### src/rtl/bm2a_pkg.sv
// Shared definitions for the b - 2a sequencer: datapath width and FSM state encoding.
package bm2a_pkg;

  localparam int DATA_W = 16;

  typedef enum logic [1:0] {
    GET_A = 2'b00,
    GET_B = 2'b01,
    CALC  = 2'b10,
    HOLD  = 2'b11
  } state_e;

endpackage : bm2a_pkg

### src/rtl/b_minus_2a.sv
// Combinational arithmetic stage: o = b - 2a - cin (mod 2^DATA_W); cout flags a[MSB] or no borrow.
module b_minus_2a
  import bm2a_pkg::*;
(
  input  logic [DATA_W-1:0] a,
  input  logic [DATA_W-1:0] b,
  input  logic              cin,
  output logic [DATA_W-1:0] o,
  output logic              cout
);

  logic [DATA_W-1:0] a2_s;
  logic [DATA_W:0]   diff_s;

  assign a2_s   = {a[DATA_W-2:0], 1'b0};
  assign diff_s = {1'b0, b} - {1'b0, a2_s} - {{DATA_W{1'b0}}, cin};
  assign o      = diff_s[DATA_W-1:0];
  // The MSB of a is shifted out by the doubling, so it forces the carry flag.
  assign cout   = a[DATA_W-1] | ~diff_s[DATA_W];

endmodule : b_minus_2a

### src/rtl/bm2a_sequencer.sv
// Collects operands a and b, registers (b - 2a) with a carry flag, and holds the result
// until the downstream handshake; counts accepted results.
module bm2a_sequencer
  import bm2a_pkg::*;
#(
  parameter int CNT_W = 8
) (
  input  logic              clk,
  input  logic              rst_n,
  input  logic [DATA_W-1:0] in_data,
  input  logic              in_valid,
  output logic              in_ready,
  input  logic              flush,
  output logic [DATA_W-1:0] out_data,
  output logic              out_cout,
  output logic              out_valid,
  input  logic              out_ready,
  output logic              busy,
  output logic [CNT_W-1:0]  op_count
);

  state_e            state_q, state_d;
  logic [DATA_W-1:0] a_q, a_d;
  logic [DATA_W-1:0] b_q, b_d;
  logic [DATA_W-1:0] out_data_q, out_data_d;
  logic              out_cout_q, out_cout_d;
  logic              out_valid_q, out_valid_d;
  logic [CNT_W-1:0]  op_count_q, op_count_d;

  logic [DATA_W-1:0] calc_o_s;
  logic              calc_cout_s;
  logic              in_fire_s;

  b_minus_2a u_calc (
    .a    (a_q),
    .b    (b_q),
    .cin  (1'b0),
    .o    (calc_o_s),
    .cout (calc_cout_s)
  );

  assign in_ready  = (state_q == GET_A) || (state_q == GET_B);
  assign busy      = (state_q != GET_A);
  assign in_fire_s = in_valid & in_ready;

  // Next-state and register updates; flush overrides every handshake.
  always_comb begin
    state_d     = state_q;
    a_d         = a_q;
    b_d         = b_q;
    out_data_d  = out_data_q;
    out_cout_d  = out_cout_q;
    out_valid_d = out_valid_q;
    op_count_d  = op_count_q;
    if (flush) begin
      state_d     = GET_A;
      out_valid_d = 1'b0;
    end else begin
      case (state_q)
        GET_A: begin
          if (in_fire_s) begin
            a_d     = in_data;
            state_d = GET_B;
          end else begin
            state_d = GET_A;
          end
        end
        GET_B: begin
          if (in_fire_s) begin
            b_d     = in_data;
            state_d = CALC;
          end else begin
            state_d = GET_B;
          end
        end
        CALC: begin
          out_data_d  = calc_o_s;
          out_cout_d  = calc_cout_s;
          out_valid_d = 1'b1;
          state_d     = HOLD;
        end
        HOLD: begin
          if (out_valid_q && out_ready) begin
            out_valid_d = 1'b0;
            op_count_d  = op_count_q + CNT_W'(1);
            state_d     = GET_A;
          end else begin
            state_d = HOLD;
          end
        end
        default: begin
          state_d     = GET_A;
          out_valid_d = 1'b0;
        end
      endcase
    end
  end

  // State, operand, result and counter registers with asynchronous reset.
  always_ff @(posedge clk or negedge rst_n) begin
    if (!rst_n) begin
      state_q     <= GET_A;
      a_q         <= {DATA_W{1'b0}};
      b_q         <= {DATA_W{1'b0}};
      out_data_q  <= {DATA_W{1'b0}};
      out_cout_q  <= 1'b0;
      out_valid_q <= 1'b0;
      op_count_q  <= {CNT_W{1'b0}};
    end else begin
      state_q     <= state_d;
      a_q         <= a_d;
      b_q         <= b_d;
      out_data_q  <= out_data_d;
      out_cout_q  <= out_cout_d;
      out_valid_q <= out_valid_d;
      op_count_q  <= op_count_d;
    end
  end

  assign out_data  = out_data_q;
  assign out_cout  = out_cout_q;
  assign out_valid = out_valid_q;
  assign op_count  = op_count_q;

endmodule : bm2a_sequencer

### config.mk
export PLATFORM = sky130hd
export DESIGN_NAME = bm2a_sequencer
export DESIGN_NICKNAME = d
export VERILOG_FILES = /design/src/rtl/bm2a_pkg.sv /design/src/rtl/b_minus_2a.sv /design/src/rtl/bm2a_sequencer.sv
export SDC_FILE = /design/constraint.sdc
export NUM_CORES = 1
export LEC_CHECK = 0
export CORE_MARGIN = 2
export CORE_UTILIZATION = 48
export DETAILED_ROUTE_END_ITERATION = 10
export GPL_TIMING_DRIVEN = 1
export PLACE_DENSITY = 0.76
export SYNTH_ARGS = -nofsm -noshare
export SYNTH_HDL_FRONTEND = slang
export SYNTH_SLANG_ARGS = --single-unit
### constraint.sdc
create_clock -name clk -period 2.16 [get_ports clk]
set_clock_uncertainty 0.2 [all_clocks]
set_input_delay 0.324 -clock clk [delete_from_list [all_inputs] [get_ports clk]]
set_output_delay 0.324 -clock clk [all_outputs]
set_load 0.01 [all_outputs]
# Word level (Yosys, flattened, before mapping)
# Index checks and enable logic that the tools add are counted.
# word_totals
reg_bits	60
inputBits	21
wordCells	35
# classes
addsub	2
eq_ne	4
n_mux	8
n_bitwise	4
reduce_logical	10
# op_table
operator	count
16-bit by 16-bit subtractor with 17-bit output	1
3-bit AND reduction	3
8-bit by 1-bit adder with 8-bit output, second input constant	1
2-bit case mux with 4 select lines	1
2-bit 2-to-1 mux	3
2-bit equality test, second input constant	2
2-bit AND reduction	2
1-bit 2-to-1 mux	3
3-bit != test, second input constant	1
3-bit nonzero test	1
2-bit by 1-bit equality test with 1-bit output, second input constant	1
2-bit zero test	1
1-bit inverter	2
1-bit case mux with 2 select lines	1
2-bit nonzero test	1
1-bit AND	1
1-bit logical AND	1
1-bit logical OR	1
1-bit bitwise OR	1

# Depth between registers and ports, before layout
# Gate-level depths: netlist of the first run.
# depth
ltp_word	6
depth_mapped	9
mapped_depth_nobuf	9

# Cells and area by module
# A second synthesis of the first run with hierarchy kept.
# hier_totals
cells_unflattened	317
area_unflattened_um2	3538.4
# by_module_without_submodules
mod	instances	cells_each	area_per_inst_um2	seq_area_each_um2
bm2a_sequencer	1	151	2374.8	1501.4
b_minus_2a	1	166	1163.6	0.0

# Least setup slack after synthesis of the first run
# Ideal clock, no wire load.
# synth_timing
path_type	reg-to-reg
startpoint	register b_q[8]
endpoint	register out_data_q[15] (netlist: out_data[15])
setup_ns	0.069
arrival_ns	1.946
setup_slack_ns	-0.055
path_stages_with_launch	8
n_path_buf	0
synth_period_minus_slack_ns	2.215
path_cell_list	dfrtp_1 > ha_1 > and2_4 > a221o_1 > a21oi_2 > nand2_1 > or4_1 > nand3_1
# synth_via
elab_chain_len	1
# synth_rtl
item	line	source
start, declared	bm2a_sequencer.sv:24	logic [DATA_W-1:0] b_q, b_d;
start signal, assigned	bm2a_sequencer.sv:104	b_q <= {DATA_W{1'b0}};
16-bit by 16-bit subtractor with 17-bit output	b_minus_2a.sv:16	assign diff_s = {1'b0, b} - {1'b0, a2_s} - {{DATA_W{1'b0}}, cin};
end signal, assigned	bm2a_sequencer.sv:105	out_data_q <= {DATA_W{1'b0}};
end signal, assigned	bm2a_sequencer.sv:113	out_data_q <= out_data_d;
end, declared	bm2a_sequencer.sv:25	logic [DATA_W-1:0] out_data_q, out_data_d;
# No other way between the ends.
# A chain may end at the register's enable or synchronous reset.

# Worst setup path in the final report of the first run
# layout_timing
startpoint	register a_q[1]
endpoint	register out_data_q[8] (netlist: out_data[8])
# layout_via
elab_chain_len	1
# layout_rtl
item	line	source
start, declared	bm2a_sequencer.sv:23	logic [DATA_W-1:0] a_q, a_d;
start signal, assigned	bm2a_sequencer.sv:103	a_q <= {DATA_W{1'b0}};
16-bit by 16-bit subtractor with 17-bit output	b_minus_2a.sv:16	
# No other way between the ends.

==> results of run 1 <==
## cell usage in the layout (no fill, tap or decap), types with 4 or more instances in the layout
cell | synthesis | routed
dfrtp_1 | 60 | 59
clkdlybuf4s50_1 | 0 | 47
nand2_1 | 41 | 40
buf_4 | 0 | 29
o21ai_0 | 36 | 28
mux2_2 | 17 | 17
inv_1 | 18 | 16
nor2_1 | 13 | 13
ha_1 | 16 | 13
clkbuf_8 | 0 | 11
xnor2_1 | 11 | 10
a21oi_1 | 10 | 8
nor3_1 | 8 | 8
o21ai_1 | 0 | 7
o21a_1 | 7 | 7
xor2_1 | 4 | 4
## critical path: cells and delay by family, from the launching register on
kind	cells	cell delay, ns
buf+inv	1	0.05
simple gates	2	0.45
compound gates	4	0.80
flops	1	0.35
fa+ha+maj	1	0.28
## metrics by stage
| stage | cells | instance area [µm²] | hold WS, ns |
|---|---|---|---|
| floorplan | 297 | 3019 | -0.1716 |
| global placement | 432 | 3745 | 0.1534 |
| detailed placement | 432 | 3745 | 0.1577 |
| CTS | 452 | 4014 | 0.2787 |
| global route | 456 | 4095 | 0.2940 |
| finish | 456 | 4095 | 0.2741 |
## worst paths after layout
check	start	endpoint	slack (ns)	depth (start not counted)
setup / recovery	a_q[1]$_DFFE_PN0P_	out_data[8]$_DFFE_PN0P_	-0.08	8
hold / removal	b_q[0]$_DFFE_PN0P_	out_data[0]$_DFFE_PN0P_	0.27	2
setup reg to reg	a_q[1]$_DFFE_PN0P_	out_data[8]$_DFFE_PN0P_	-0.08	8
hold reg to reg	b_q[0]$_DFFE_PN0P_	out_data[0]$_DFFE_PN0P_	0.27	2
max in group asynchronous	rst_n	a_q[7]$_DFFE_PN0P_	1.18	3
min in group asynchronous	rst_n	out_valid$_DFFE_PN0P_	0.31	3
## cells by family after synthesis
family,Yosys count
AOI/OAI and AO/OA,74
xor gates and xnor gates,15
adders and majority gates,17
buffers and inverters,28
DFF,60
muxes,17
and+or+nand+nor,86
## power groups by stage
stage / registers, mW / logic [mW] / clock network (mW)
3_3_place_gp: 1.65 / 2.18 / 0
4_1_cts: 1.64 / 2.42 / 0.908
6_report: 1.64 / 2.60 / 0.890
5_1_grt: 1.69 / 2.85 / 0.960
3_5_place_dp: 1.66 / 2.24 / 0
2_1_floorplan: 1.70 / 1.33 / 0
## sequential cells by signal, indices dropped and copies added, names as in the netlist
signal     count
state_q        2
a_q           16
out_valid      1
b_q           16
out_data      16
out_cout       1
op_count       8
## area by class of cell
class,count,area (µm²),share of cell area
multi-input combinational,209,1539,0.3758
clock inverter,2,10.01,0.002444
tap,75,93.84,0.02291
timing repair buffer,79,723.2,0.1766
clock buffer,13,158.9,0.03880
inverter,18,67.56,0.01650
sequential,60,1503,0.3669
## routing by layer
layer | up-vias | global-route usage | share of wire
met3 | 25 | 0.04473 | 0.041
li1 | 1195 | - | -
met4 | 0 | 0.1073 | 0.039
met2 | 65 | 0.3394 | 0.48
met5 | - | 0 | 0
met1 | 1164 | 0.2398 | 0.44
## what timing repair did
action / in CTS / in global routing
endpoints found under the hold margin: 60 / 0
setup endpoints to repair: 9 / 12
hold buffers: 1 / 0
buffers inserted: 4 / 4
cloned: 0 / 0
gates resized for setup: 15 / 17
pin swaps: 7 / 11
==> flow_metrics.tcl, run 1 <==
set metrics [dict create \
    final_layout_size_suffix_gt1_frac 0.2388 \
    required_ns 2.19 \
    h-tree-depth 3 \
    slew_viol_final 0 \
    synthToLayoutAreaGrowth_pct 36.20 \
    synth-compound-area-share 0.1494 \
    drc 0 \
    finish.utilization 0.6836 \
    grt_max_degree 61 \
    synthXorXnorAreaFrac 0.04370 \
    relSlewSlack 0.7502 \
    rsz0062_at_grt "true" \
    final_nets 415 \
    start_kind "flop" \
    cts_buffers 9 \
    netlist_area_um2 3007 \
    cts-root-buf "clkbuf_8" \
    vdd_drop_max_v 0.0007630 \
    grt_use_total 0.2014 \
    cp_slowest_stage_delay_ns 0.35 \
    cp_max_fo 3 \
    pwr-share-comb 0.506 \
    cp_slowest_cell "dfrtp_1" \
    setup_viol 7 \
    drtIter0Drc 106 \
    fp.coreArea_um2 5991 \
    detail_route.wirelength_um 6575 \
    grt_pass1_vias 2508 \
    p_total_mw 5.132 \
    synth_edf_count 0 \
    pre_cts_slack_ns -0.1294 \
    hold_viol 0 \
    clk_path_buf_depth 2 \
    die_area_um2 6913 \
    critical_path.endpoint_type "flop" \
    worstPathCellList "inv_1, ha_1, nor2b_4, o31a_1, o21ai_2, a211oi_2, or3_1, a31o_2" \
    syn_nets 335 \
    intPower_mw 3.281 \
    initial_utilization 0.5019 \
    yosysTopAreaCell "dfrtp_1" \
    async_reset_ff_frac 1.000 \
    cts_tree "done" \
    p_per_area_nw_per_um2 1253 \
    synthAdderAreaFrac 0.07324 \
    ys_seq_area_frac 0.4994 \
    ioPinCount 49 \
    yosysMostFrequentCell "dfrtp_1" \
    clkLatencyLatePin_ns 0.34 \
    clock_power_share 0.173 \
    vias 2449 \
    die_height_um 83.15 \
    pwr-share-seq 0.320 \
    dp_hpwl_um 4699 \
    synthCells 297 \
    synth_cell_types 41 \
    switchingPower_mw 1.851 \
    cp.arrival_ns 2.28 \
    p_leak_nw 1.803 \
    grt_pass1_wl_um 11230 \
    overflow 0 \
    vias_per_cell 5.371 \
    clkSlewWorstSetupHoldPaths_ns 0.06 \
    swShare 0.3607 \
    die_x_um 83.15 \
    crit_type "reg2reg" \
    synth_top_family_by_area "compound AO/OA/AOI/OAI gates" \
    tightest_slew_ns 0.3731 \
    yosysTopAreaCellShare 0.4994 \
    yosys.area_share.simple 0.1344 \
    place_congestion 0.8665 \
    failed_checks "setup timing" \
    cap_viol_max_count 0 \
    fin_crit_ns 2.245 \
    synth-main-ff-cell "dfrtp_1" \
    postSynthAreaPerCell_um2 10.12 \
    tns_ns -0.2659 \
    yosys-mux-area-fraction 0.06367 \
    rows 28 \
    first_pass_iters 4 \
    antenna_found_initial 0 \
    wl_per_cell_um 14.42 \
    antenna_left 0 \
    ys_ff_latch 60 \
    synth_top_cells_by_count "60 x dfrtp_1, 41 x nand2_1, 36 x o21ai_0" \
    fmax_mhz 445.5 \
    cts_sinks 60 \
    synth_warnings 0 \
    worst_slack_ns -0.08478 \
    status "finished with violations" \
    port_buffers 48 \
    fin_crit_sh 1.039 \
    fill_cells 447 \
    n_antenna_cell 0 \
    synth_area_leaders "dfrtp_1 50%, ha_1 6.7%, mux2_2 6.4%" \
    hp-class "reg2reg" \
]
Power figures use the tool's default switching activity.
==> run 2: changes to the inputs <==
--- a/config.mk
+++ b/config.mk
@@ -6,10 +6,12 @@
 export NUM_CORES = 1
 export LEC_CHECK = 0
 export CORE_MARGIN = 2
-export CORE_UTILIZATION = 48
+export CORE_UTILIZATION = 57
 export DETAILED_ROUTE_END_ITERATION = 10
+export DONT_BUFFER_PORTS = 1
 export GPL_TIMING_DRIVEN = 1
-export PLACE_DENSITY = 0.76
+export PLACE_DENSITY = 0.75
+export SLEW_MARGIN = 20
 export SYNTH_ARGS = -nofsm -noshare
 export SYNTH_HDL_FRONTEND = slang
 export SYNTH_SLANG_ARGS = --single-unit
==> run 2 against run 1 <==
The flow still finishes with violations (setup timing). First-iteration DRC count up 40%. Flip-flop and latch count unchanged. Clock power up 18%. Register-to-register slack worse by 0.10 ns. Count of clock-buffer cells in the layout up 1. Global-route usage up 5.1 points. Via count down 0.49%. Sequential share of layout area up 1.8 points. Fmax down 4.5%. Non-clock buffer count down 30. Wire length up 9.8%. Die area down 15%. Critical endpoint is now out_data[10]$_DFFE_PN0P_. Largest cell class unchanged. Largest power group unchanged.
==> flow_metrics.tcl, run 2 (synthesis gave the netlist of run 1 again) <==
set metrics [dict create \
    finish.utilization 0.7638 \
    cts_sinks 60 \
    vias 2437 \
    detail_route.wirelength_um 7220 \
    relSlewSlack 0.6986 \
    h-tree-depth 3 \
    fill_cells 327 \
    cts_buffers 9 \
    worst_slack_ns -0.1895 \
    hp-class "in2reg" \
    fp.coreArea_um2 5107 \
    antenna_left 0 \
    antenna_found_initial 0 \
    cp_slowest_stage_delay_ns 0.43 \
    cp.arrival_ns 2.40 \
    status "finished with violations" \
    required_ns 2.21 \
    cap_viol_max_count 0 \
    setup_viol 9 \
    clk_path_buf_depth 2 \
    initial_utilization 0.5887 \
    grt_pass1_vias 2459 \
    p_leak_nw 1.728 \
    vdd_drop_max_v 0.0006483 \
    critical_path.endpoint_type "flop" \
    ioPinCount 49 \
    port_buffers 0 \
    clkSlewWorstSetupHoldPaths_ns 0.06 \
    die_height_um 76.63 \
    worstPathCellList "ha_4, nor2b_4, o31a_1, o31ai_2, buf_4, a21boi_4, o21a_1, o31ai_1" \
    fin_crit_ns 2.349 \
    grt_max_degree 61 \
    n_antenna_cell 0 \
    swShare 0.3757 \
    pre_cts_slack_ns -0.1514 \
    intPower_mw 3.274 \
    cp_slowest_cell "dfrtp_1" \
    post-place-cells 378 \
    slew_viol_final 0 \
    rsz0062_at_grt "true" \
    use_met2 0.3850 \
    final_common_cell "dfrtp_1" \
    pwr-share-comb 0.464 \
    overflow 0 \
    fmax_mhz 425.6 \
    clkLatencyLatePin_ns 0.35 \
    final_layout_size_suffix_gt1_frac 0.2792 \
    synthToLayoutAreaGrowth_pct 29.75 \
    grt_use_total 0.2527 \
    grt-busiest-layer "met2" \
    switchingPower_mw 1.970 \
    cts-root-buf "clkbuf_8" \
    grt_use_met3 0.06161 \
    grt_pass1_wl_um 11650 \
    rows 26 \
    die_x_um 76.63 \
    drtIter0Drc 148 \
    tightest_slew_ns 0.4521 \
    cts_tree "done" \
    first_pass_iters 4 \
    crit_type "reg2reg" \
    grt_util_met1 0.3344 \
    hold_viol 0 \
    clock_power_share 0.200 \
    die_area_um2 5871 \
    place_congestion 0.8875 \
    final_cells 421 \
    start_kind "flop" \
    final_nets 385 \
    dp_hpwl_um 4382 \
    wl_per_cell_um 17.15 \
    critPathTopFamily "compound AO/OA/AOI/OAI gates" \
    failed_checks "setup timing" \
    fin_crit_sh 1.088 \
    pwr-share-seq 0.336 \
    drc 0 \
    crit_buf_inv 1 \
    cp_max_fo 3 \
    most-common-layout-cells "60 x dfrtp_1, 40 x nand2_1, 32 x o21ai_0, 28 x buf_4, 19 x dlygate4sd3_1" \
    vias_per_cell 5.789 \
    p_per_area_nw_per_um2 1344 \
]
-- run 2: final cells by class --
class,count,area [µm²],share of cell area
Inverter,18,67.56,0.01732
Clock inverter,1,30.03,0.007697
Clock buffer,14,172.7,0.04426
Multi-Input combinational cell,209,1594,0.4086
Timing Repair Buffer,49,447.9,0.1148
Sequential cell,60,1501,0.3849
Tap cell,70,87.58,0.02245
-- run 2: final timing paths --
check                              startpoint                       end  slack [ns]  cells after the start
max                        b_q[2]$_DFFE_PN0P_  out_data[10]$_DFFE_PN0P_       -0.19                      8
max in group asynchronous               rst_n       b_q[15]$_DFFE_PN0P_        1.19                      2
min                                  in_valid      state_q[1]$_DFF_PN0_        0.02                      2
min reg2reg                b_q[0]$_DFFE_PN0P_   out_data[0]$_DFFE_PN0P_        0.28                      2
min in group asynchronous               rst_n   out_data[6]$_DFFE_PN0P_        0.32                      2
max reg2reg                b_q[2]$_DFFE_PN0P_  out_data[10]$_DFFE_PN0P_       -0.19                      8
-- run 2: per-layer routing --
| layer | vias up | part of all wire |
|---|---|---|
| li1 | 1136 | - |
| met1 | 1205 | 0.44 |
| met2 | 76 | 0.47 |
| met3 | 20 | 0.062 |
| met4 | 0 | 0.026 |
| met5 | - | 0 |
-- run 2: timing repair --
action | CTS | global route
hold endpoints to repair | 95 | 0
hold buffers | 20 | 0
setup buffers | 2 | 6
pin swaps | 5 | 15
resized for setup | 21 | 15
endpoints found under the setup margin | 10 | 11
-- run 2: through the flow --
stage / area [µm²] / TNS [ns] / total power, mW / hold slack (ns)
finish: 3901 / -1.069 / 5.245 / 0.01722
global route: 3901 / -1.692 / 5.548 / 0.06525
CTS: 3785 / -0.3584 / 4.921 / 0.01521
detailed placement: 3256 / -0.8456 / 3.591 / -0.1702
global placement: 3256 / -0.5446 / 3.541 / -0.1704
floorplan: 3019 / -0.004700 / 3.031 / -0.1716
-- run 2: power groups by stage --
stage          Sequential, mW  Combinational (mW)  Clock [mW]
4_1_cts                  1.76                2.11        1.05
6_report                 1.76                2.43        1.05
3_3_place_gp             1.75                1.79           0
2_1_floorplan            1.70                1.33           0
3_5_place_dp             1.77                1.82           0
5_1_grt                  1.81                2.65        1.09
==> run 3: changes to the inputs <==
--- a/config.mk
+++ b/config.mk
@@ -5,7 +5,7 @@
 export SDC_FILE = /design/constraint.sdc
 export NUM_CORES = 1
 export LEC_CHECK = 0
-export CORE_MARGIN = 2
+export CORE_MARGIN = 1.5
 export CORE_UTILIZATION = 57
 export DETAILED_ROUTE_END_ITERATION = 10
 export DONT_BUFFER_PORTS = 1
==> run 3 against run 2 <==
Critical endpoint is now out_data[9]$_DFFE_PN0P_. Wire length down 3.3%. The run still ends with setup timing left. Final cell count up 0.48%. Flip-flop and latch count unchanged. Worst setup slack better by 0.046 ns. Core utilization down 0.42 points. Non-clock buffer count up 1. First-iteration DRC count down 20%. Fmax up 2.0%. Final area down 0.55%. Count of clock-buffer cells in the layout down 3. Largest power group unchanged.
==> flow_metrics.tcl, run 3 (synthesis gave the netlist of run 1 again) <==
set metrics [dict create \
    cts-root-buf "clkbuf_8" \
    grt_max_degree 61 \
    h-tree-depth 3 \
    die_x_um 75.63 \
    crit_type "reg2reg" \
    required_ns 2.19 \
    cp_num_cells 8 \
    failed_checks "setup timing" \
    critical_path.endpoint_type "flop" \
    reg2reg_depth 8 \
    synthToLayoutAreaGrowth_pct 29.05 \
    cap_viol_max_count 0 \
    cts_sinks 60 \
    critPathTopFamily "compound AO/OA/AOI/OAI gates" \
    cp_slowest_stage_delay_ns 0.41 \
    n_antenna_cell 0 \
    fp.coreArea_um2 5107 \
    ioPinCount 49 \
    setup_viol 8 \
    regArea_um2 1501 \
    hp-class "in2reg" \
    min_delay_path_depth 3 \
    cts_buffers 9 \
    grt_pass1_vias 2344 \
    hold_viol 0 \
    clkLatencyLatePin_ns 0.35 \
    wl_per_cell_um 16.50 \
    vdd_drop_max_v 0.0006932 \
    final_common_cell "dfrtp_1" \
    fill_cells 346 \
    antenna_found_initial 0 \
    slew_viol_final 0 \
    port_buffers 0 \
    placed_area_um2 3248 \
    place_congestion 0.8876 \
    start_kind "flop" \
    final_nets 386 \
    cp_slowest_cell "a211oi_1" \
    antenna_left 0 \
    detail_route.wirelength_um 6980 \
    die_area_um2 5719 \
    fin_crit_sh 1.066 \
    relSlewSlack 0.6307 \
    p_per_area_nw_per_um2 1344 \
    overflow 0 \
    grt_use_total 0.2598 \
    drc 0 \
    post-place-cells 377 \
    cp.arrival_ns 2.33 \
    rsz0062_at_grt "true" \
    clkSlewWorstSetupHoldPaths_ns 0.07 \
    initial_utilization 0.5887 \
    rows 26 \
    die_height_um 75.63 \
    final_cells 423 \
    vias_per_cell 5.579 \
    clk_path_buf_depth 2 \
    worst_slack_ns -0.1432 \
    cp_max_fo 3 \
    tightest_slew_ns 0.5540 \
    crit_buf_inv 2 \
    drtIter0Drc 119 \
    final_layout_size_suffix_gt1_frac 0.2635 \
    grt_pass1_wl_um 10910 \
    status "finished with violations" \
    pre_cts_slack_ns -0.1208 \
    p_leak_nw 1.731 \
    fmax_mhz 434.2 \
    multi_input_area_um2 1551 \
    fin_crit_ns 2.303 \
    worstPathCellList "inv_2, ha_4, and2_4, a221o_1, a211oi_1, buf_4, xor2_1, o21ai_0" \
    cts_tree "done" \
    most-common-layout-cells "60 x dfrtp_1, 40 x nand2_1, 32 x o21ai_0, 29 x buf_4, 19 x dlygate4sd3_1" \
    vias 2360 \
    dp_hpwl_um 4320 \
    design_area_um2 3880 \
    first_pass_iters 4 \
]
-- run 3: where the power goes --
group	internal [mW]	switching (mW)	leakage [nW]
Combinational	1.17	1.16	0.871
Sequential	1.47	0.300	0.746
Clock	0.675	0.440	0.113
-- run 3: final timing paths --
path	start	to	slack [ns]
worst max-delay path	a_q[6]$_DFFE_PN0P_	out_data[9]$_DFFE_PN0P_	-0.14
worst min-delay path	flush	out_cout$_DFFE_PN0P_	0.06
worst max register to register	a_q[6]$_DFFE_PN0P_	out_data[9]$_DFFE_PN0P_	-0.14
worst min register to register	b_q[0]$_DFFE_PN0P_	out_data[0]$_DFFE_PN0P_	0.28
max in group asynchronous	rst_n	a_q[11]$_DFFE_PN0P_	1.20
min in group asynchronous	rst_n	op_count[5]$_DFFE_PN0P_	0.31
-- run 3: what timing repair did --
| item | in CTS | in global routing |
|---|---|---|
| gates cloned | 0 | 0 |
| resized for setup | 21 | 6 |
| pin swaps | 11 | 6 |
| endpoints found under the hold margin | 95 | 0 |
| hold buffers | 20 | 0 |
| endpoints found under the setup margin | 10 | 10 |
| setup buffers | 4 | 6 |
-- run 3: layout make-up --
cell class              count  share of cell area
clock inverters             5             0.01935
repair buffers             50              0.1174
well taps                  70             0.02257
clock buffers              11             0.03644
flip-flops and latches     60              0.3870
inverters                  18             0.01741
multi-input cells         209              0.3999
-- run 3: routing by layer --
layer	track usage	vias up	share of wire
met1	0.3422	1153	0.45
li1	-	1138	-
met3	0.07011	10	0.045
met2	0.4045	59	0.48
met5	0	-	0
met4	0.1151	0	0.017
-- run 3: stage by stage --
| step | hold WS (ns) | setup TNS, ns | utilization | power, mW |
|---|---|---|---|---|
| 2_1_floorplan | -0.1716 | -0.004700 | - | 3.031 |
| 4_1_cts | 0.05435 | -0.1811 | 0.7450 | 4.999 |
| 5_1_grt | 0.06732 | -1.512 | 0.7597 | 5.551 |
| 3_3_place_gp | -0.1705 | -0.3689 | 0.6360 | 3.516 |
| 6_report | 0.06456 | -0.5810 | 0.7597 | 5.213 |
| 3_5_place_dp | -0.1704 | -0.7756 | 0.6360 | 3.571 |
-- run 3: worst min-delay path: stages --
cell and delay [ns]:
nor3_1 0.06, nand2_1 0.09, o31ai_1 0.09
